<file path="config.mk">
export PLATFORM = sky130hd
export DESIGN_NAME = cnn_layer_accel_octo_feeder
export DESIGN_NICKNAME = d
export VERILOG_FILES = /design/src/rtl/cnn_layer_accel_octo_feeder.sv
export SDC_FILE = /design/constraint.sdc
export NUM_CORES = 1
export LEC_CHECK = 0
export BUFFER_PORTS_ARGS = -buffer_cell sky130_fd_sc_hd__buf_2
export CAP_MARGIN = 30
export CORE_UTILIZATION = 25
export DETAILED_ROUTE_END_ITERATION = 8
export PLACE_DENSITY = 0.45
export SKIP_CTS_REPAIR_TIMING = 1
export SYNTH_ARGS = -nofsm -noshare
export SYNTH_HDL_FRONTEND = slang
export SYNTH_SLANG_ARGS = --single-unit
</file>
<file path="constraint.sdc">
create_clock -name clk_500MHz -period 3.94 [get_ports clk_500MHz]
set_input_delay 0.394 -clock clk_500MHz [delete_from_list [all_inputs] [get_ports clk_500MHz]]
set_output_delay 0.394 -clock clk_500MHz [all_outputs]
set_load 0.01 [all_outputs]
</file>
<file path="src/rtl/cnn_layer_accel_octo_feeder.sv">
// Feeds one octo per frame: num_seq_words sequencer words, then rows*cols pixel words, all
// pulled from an upstream valid/ready stream through one tagged output register (1-cycle latency).
module cnn_layer_accel_octo_feeder #(
   parameter int C_PIXEL_WIDTH      = 18,
   parameter int C_SEQ_DATA_WIDTH   = 13,
   parameter int C_BRAM_DEPTH       = 1024,
   localparam int C_LOG2_BRAM_DEPTH = $clog2(C_BRAM_DEPTH),
   localparam int C_SEQ_CNT_WIDTH   = $clog2((C_BRAM_DEPTH/2)*5)+1
) (
   input  logic                         clk_500MHz,
   input  logic                         rst,
   input  logic                         start,
   input  logic [C_SEQ_CNT_WIDTH-1:0]   cfg_num_seq_words,
   input  logic [C_LOG2_BRAM_DEPTH-1:0] cfg_num_rows,
   input  logic [C_LOG2_BRAM_DEPTH-1:0] cfg_num_cols,
   output logic                         busy,
   output logic                         done,
   input  logic [C_PIXEL_WIDTH-1:0]     src_data,
   input  logic                         src_valid,
   output logic                         src_ready,
   output logic [C_PIXEL_WIDTH-1:0]     datain,
   output logic                         datain_valid,
   output logic                         seq_datain_tag,
   output logic                         pixel_datain_tag,
   input  logic                         seq_datain_rdy,
   input  logic                         pixel_datain_rdy
);

   localparam int C_PIX_CNT_WIDTH = 2*C_LOG2_BRAM_DEPTH;

   typedef enum logic [4:0] {
      ST_IDLE  = 5'b00001,
      ST_SEQ   = 5'b00010,
      ST_PIX   = 5'b00100,
      ST_DRAIN = 5'b01000,
      ST_DONE  = 5'b10000
   } state_t;

   state_t                     state_q, state_d;
   logic [C_SEQ_CNT_WIDTH-1:0] num_seq_q, num_seq_d, seq_cnt_q, seq_cnt_d;
   logic [C_PIX_CNT_WIDTH-1:0] pix_total_q, pix_total_d, pix_cnt_q, pix_cnt_d;
   logic [C_PIX_CNT_WIDTH-1:0] pix_total_calc;
   logic [C_PIXEL_WIDTH-1:0]   dat_q, dat_d, seq_ext;
   logic                       vld_q, vld_d, seq_tag_q, seq_tag_d, pix_tag_q, pix_tag_d;
   logic                       rdy_sel, out_fire, src_fire, in_phase, seq_last, pix_last;

   assign pix_total_calc = C_PIX_CNT_WIDTH'(cfg_num_rows) * C_PIX_CNT_WIDTH'(cfg_num_cols);
   assign rdy_sel        = seq_tag_q ? seq_datain_rdy : pixel_datain_rdy;
   assign out_fire       = vld_q & rdy_sel;
   assign in_phase       = (state_q == ST_SEQ) | (state_q == ST_PIX);
   assign src_ready      = in_phase & (~vld_q | out_fire);
   assign src_fire       = src_valid & src_ready;
   assign seq_last       = (seq_cnt_q == num_seq_q - C_SEQ_CNT_WIDTH'(1));
   assign pix_last       = (pix_cnt_q == pix_total_q - C_PIX_CNT_WIDTH'(1));

   assign busy             = (state_q != ST_IDLE);
   assign done             = (state_q == ST_DONE);
   assign datain           = dat_q;
   assign datain_valid     = vld_q;
   assign seq_datain_tag   = seq_tag_q;
   assign pixel_datain_tag = pix_tag_q;

   always_comb begin
      state_d     = state_q;
      num_seq_d   = num_seq_q;
      pix_total_d = pix_total_q;
      seq_cnt_d   = seq_cnt_q;
      pix_cnt_d   = pix_cnt_q;
      unique case (state_q)
         ST_IDLE: begin
            if (start) begin
               num_seq_d   = cfg_num_seq_words;
               pix_total_d = pix_total_calc;
               seq_cnt_d   = '0;
               pix_cnt_d   = '0;
               if (cfg_num_seq_words != '0)   state_d = ST_SEQ;
               else if (pix_total_calc != '0) state_d = ST_PIX;
               else                           state_d = ST_DONE;
            end
         end
         ST_SEQ: begin
            if (src_fire) begin
               seq_cnt_d = seq_cnt_q + C_SEQ_CNT_WIDTH'(1);
               if (seq_last) state_d = (pix_total_q != '0) ? ST_PIX : ST_DRAIN;
            end
         end
         ST_PIX: begin
            if (src_fire) begin
               pix_cnt_d = pix_cnt_q + C_PIX_CNT_WIDTH'(1);
               if (pix_last) state_d = ST_DRAIN;
            end
         end
         ST_DRAIN: if (!vld_q) state_d = ST_DONE;
         ST_DONE:  state_d = ST_IDLE;
         default:  state_d = ST_IDLE;
      endcase
   end

   // A new word may replace the accepted one in the same cycle, so load wins over unload.
   always_comb begin
      seq_ext                         = '0;
      seq_ext[C_SEQ_DATA_WIDTH-1:0]   = src_data[C_SEQ_DATA_WIDTH-1:0];
      dat_d     = dat_q;
      vld_d     = vld_q;
      seq_tag_d = seq_tag_q;
      pix_tag_d = pix_tag_q;
      if (src_fire) begin
         dat_d     = (state_q == ST_SEQ) ? seq_ext : src_data;
         vld_d     = 1'b1;
         seq_tag_d = (state_q == ST_SEQ);
         pix_tag_d = (state_q == ST_PIX);
      end else if (out_fire) begin
         vld_d     = 1'b0;
         seq_tag_d = 1'b0;
         pix_tag_d = 1'b0;
      end
   end

   always_ff @(posedge clk_500MHz or negedge rst) begin
      if (!rst) begin
         state_q     <= ST_IDLE;
         num_seq_q   <= '0;
         pix_total_q <= '0;
         seq_cnt_q   <= '0;
         pix_cnt_q   <= '0;
         dat_q       <= '0;
         vld_q       <= 1'b0;
         seq_tag_q   <= 1'b0;
         pix_tag_q   <= 1'b0;
      end else begin
         state_q     <= state_d;
         num_seq_q   <= num_seq_d;
         pix_total_q <= pix_total_d;
         seq_cnt_q   <= seq_cnt_d;
         pix_cnt_q   <= pix_cnt_d;
         dat_q       <= dat_d;
         vld_q       <= vld_d;
         seq_tag_q   <= seq_tag_d;
         pix_tag_q   <= pix_tag_d;
      end
   end

endmodule

</file>
==> summary.txt <==
Route
  – Routed len/inst: 14.16 µm
  – Residual DRC: 0
  – Final wirelength: 23.05 mm
  – Vias: 7546
  – Drt pass-1 iters: 5
  – Remaining antenna violation count after routing: 0
  – DR vias/cell: 4.635
  – DR iter-0 viols: 307

Final layout
  – Share of cells above drive strength 1: 29.92%
  – Area growth from synthesis to layout: 34.05%
  – # diodes: 0
  – Final nets: 1354

Synthesis
  – XOR/XNOR share of the synthesized area: 7.575%
  – Compound-Gate Fraction of Synth Area: 11.69%
  – Mapped Area: 8672 µm²
  – Largest family of logic cells by synthesized area: adder cells
  – Syn Area/Cell: 8.655 µm²
  – Synth warn: 0
  – Synth Area in Adders: 22.97%
  – Unique cell type count in the Yosys netlist: 67
  – Synth Register Bits: 92
  – Multiplexer area fraction after synthesis: 2.640%
  – Post-synthesis cell count: 1002
  – Seq/Total Area, Yosys: 26.56%
  – Top_reg_cell synth: dfrtp_1
  – Syn Nets: 1181
  – Async set-or-reset flop fraction in the synthesized netlist: 100.0%
  – EDFF count, synth: 0
  – Simple-gate portion of the synthesized area: 22.93%

Die
  – Core Region: 33870 µm²
  – Initial core utilization: 25.61%
  – Row count: 67
  – Die area: 35440 µm²
  – Die Ht: 188.2 µm
  – IO Count: 81
  – Die width: 188.2 µm

Clocking
  – H-tree depth: 3
  – Root Driver: clkbuf_16
  – Clock buffer depth: 2
  – CTS tree: done
  – CTS buffer count: 9
  – TritonCTS sink count: 92
  – Worst-Skew Late Latency: 0.35 ns
  – Clk slew on worst S/H paths: 0.07 ns

Setup path
  – Endpoint type of the worst setup path: flip-flop
  – Nature of the critical path startpoint: primary input
  – Required time worst endpoint: 4.17 ns
  – Critical path class: in -> reg
  – CP max FO: 5
  – Crit path arrival time: 5.26 ns

Global route
  – Global-route wire length before repair: 38.61 mm
  – Gr ovfl total: 0
  – Number of global-route vias before repair: 7627
  – Initial antenna violation count: 0
  – Tot GR Track Use: 13.30%
  – Largest net degree at the start of global routing: 70

STA
  – Max Slew Vio Count: 0
  – Final setup violation count: 15
  – Final Critical Period: 5.026 ns
  – PnR worst setup slack: -1.086 ns
  – Slew Limit Headroom: 39.47%
  – F_max: 199.0 MHz
  – Least-Margin Pin Slew: 0.9080 ns
  – Period utilisation layout: 127.6%
  – Setup_tns: -6.536 ns
  – Worst Skew: 0.009621 ns
  – RSZ-0062 raised after global routing: yes
  – Endpoints failing hold: 0

Placed design
  – Post-DP HPWL: 18.39 mm
  – Port bufs: 80
  – GPL Wtd Cong: 0.8343

Status
  – Failing checks: negative setup slack
  – Status: finished with violations

Flow run
  – Max Cap Viol: 0

Pwr
  – Static leakage: 0.005283 µW
  – PwrDens: 779.5 nW/µm²
  – Peak supply drop: 0.0004635 V
  – Final Power: 9061 µW

Min path
  – Path category of the worst min-delay check: in -> async
## through the flow
step / util [%] / hold WS, ns / std cells / setup slack, ns / instance area, µm²
final: 34.32 / 0.1731 / 1628 / -1.086 / 11620
after global routing: 34.32 / 0.2388 / 1628 / -1.279 / 11620
after CTS: 32.20 / 0.2165 / 1610 / -1.205 / 10900
after detailed placement: 31.23 / 0.4731 / 1594 / -1.565 / 10580
after global placement: 31.17 / 0.4575 / 1593 / -1.432 / 10560
after floorplan: - / 0.09841 / 1002 / -0.9930 / 9170
## layer usage
metal / global-route usage, % / vias to the layer above / wire length (µm)
met4: 3.471 / 0 / 298
li1: - / 3754 / -
met1: 18.35 / 3639 / 11170
met2: 22.00 / 135 / 10890
met3: 1.490 / 18 / 687
met5: 0 / - / 0
## placed cells by master, fill, tap and decap left out, types with 11 or more instances in the layout
master | Yosys | routed
buf_4 | 0 | 111
xnor2_1 | 45 | 43
nand2_1 | 183 | 155
fa_1 | 62 | 56
nor2_1 | 52 | 52
and2_1 | 39 | 36
buf_6 | 2 | 26
ha_4 | 0 | 12
ha_1 | 60 | 46
mux2_2 | 15 | 15
and3_1 | 14 | 12
buf_2 | 1 | 61
xor2_1 | 30 | 30
nor4_1 | 12 | 11
nor3_1 | 24 | 21
dfrtp_1 | 91 | 91
nand2_2 | 0 | 16
nand2_4 | 0 | 12
a21oi_1 | 41 | 31
inv_1 | 77 | 67
nand3_1 | 23 | 22
o21ai_0 | 36 | 29
## sequential cells by signal, indices dropped and copies added (netlist names)
signal	count
pixel_datain_tag	1
seq_datain_tag	1
pix_total_q	20
datain_valid	1
seq_cnt_q	13
state_q	5
num_seq_q	13
pix_cnt_q	20
datain	18
## Yosys cell counts, types with 4 or more instances
master,instances,area share [%]
o211ai_1,6,0.52
nor2b_1,6,0.43
fa_1,62,14
xor2_1,30,3.0
o31ai_1,8,0.69
a31oi_1,4,0.29
nand3_1,23,1.3
a2111oi_0,4,0.40
nor2_1,52,2.3
nand2b_1,4,0.29
dfrtp_1,91,26
nand4b_1,4,0.40
or4_1,6,0.52
clkbuf_1,43,1.9
nand2_1,183,7.9
o21ai_0,36,2.1
mux2i_1,6,0.69
nor3_1,24,1.4
inv_1,77,3.3
a21o_1,5,0.43
nand4_1,7,0.50
a211oi_1,13,1.1
mux2_2,15,1.9
and2_1,39,2.8
and3_1,14,1.0
ha_1,60,8.7
or3_1,10,0.72
a21oi_1,41,2.4
nor4_1,12,0.87
nor3b_1,9,0.78
or3b_2,4,0.40
xnor2_1,45,4.5
and4_1,4,0.40
## cell families (layout without fill, tap and decap cells)
kind of cell	count (synthesis)	after routing
AOI/OAI and AO/OA	156	156
DFF	92	92
buffers and inverters	126	304
muxes	21	21
adders and majority gates	122	122
xor gates and xnor gates	75	75
and+or+nand+nor	410	410
## path summary, 6_finish.rpt
check / startpoint / endpoint / slack [ns] / cells after the start
setup reg to reg: pix_total_q[1]$_DFFE_PN0P_ / state_q[2]$_DFFE_PN0P_ / 0.43 / 10
min in group clk_500MHz: cfg_num_seq_words[5] / num_seq_q[5]$_DFFE_PN0P_ / 0.25 / 3
hold reg to reg: datain[14]$_DFFE_PN0P_ / datain[14]$_DFFE_PN0P_ / 0.48 / 2
max in group asynchronous: rst / pix_total_q[0]$_DFFE_PN0P_ / 2.87 / 2
hold / removal: rst / datain[9]$_DFFE_PN0P_ / 0.17 / 1
setup / recovery: cfg_num_rows[4] / state_q[2]$_DFFE_PN0P_ / -1.09 / 20
## worst max-delay path, stage by stage
cell,delay [ns]
buf_12,0.11
buf_12,0.13
nand2_4,0.06
fa_2,0.42
fa_1,0.56
inv_2,0.05
ha_4,0.25
inv_2,0.03
fa_1,0.44
fa_1,0.50
inv_2,0.04
ha_4,0.23
a2111oi_4,0.39
o31ai_4,0.17
o311ai_2,0.28
o211ai_1,0.17
nor4_2,0.35
and4_4,0.30
a311oi_2,0.10
o31a_1,0.28
## power by group
group,total [µW],switching [µW],internal [µW],leakage [µW]
sequential,1530,303,1230,0.00120
combinational,6570,3280,3290,0.00393
clock,956,383,572,0.000151
## layout make-up
class / count / area, µm²
Clock buffer: 10 / 239.0
Clock inverter: 6 / 87.58
Fill cell: 3554 / 22240
Inverter: 78 / 292.8
Multi-Input combinational cell: 784 / 6490
Sequential cell: 92 / 2303
Tap cell: 448 / 560.5
Timing Repair Buffer: 210 / 1652
(Power assumes the default switching activity.)
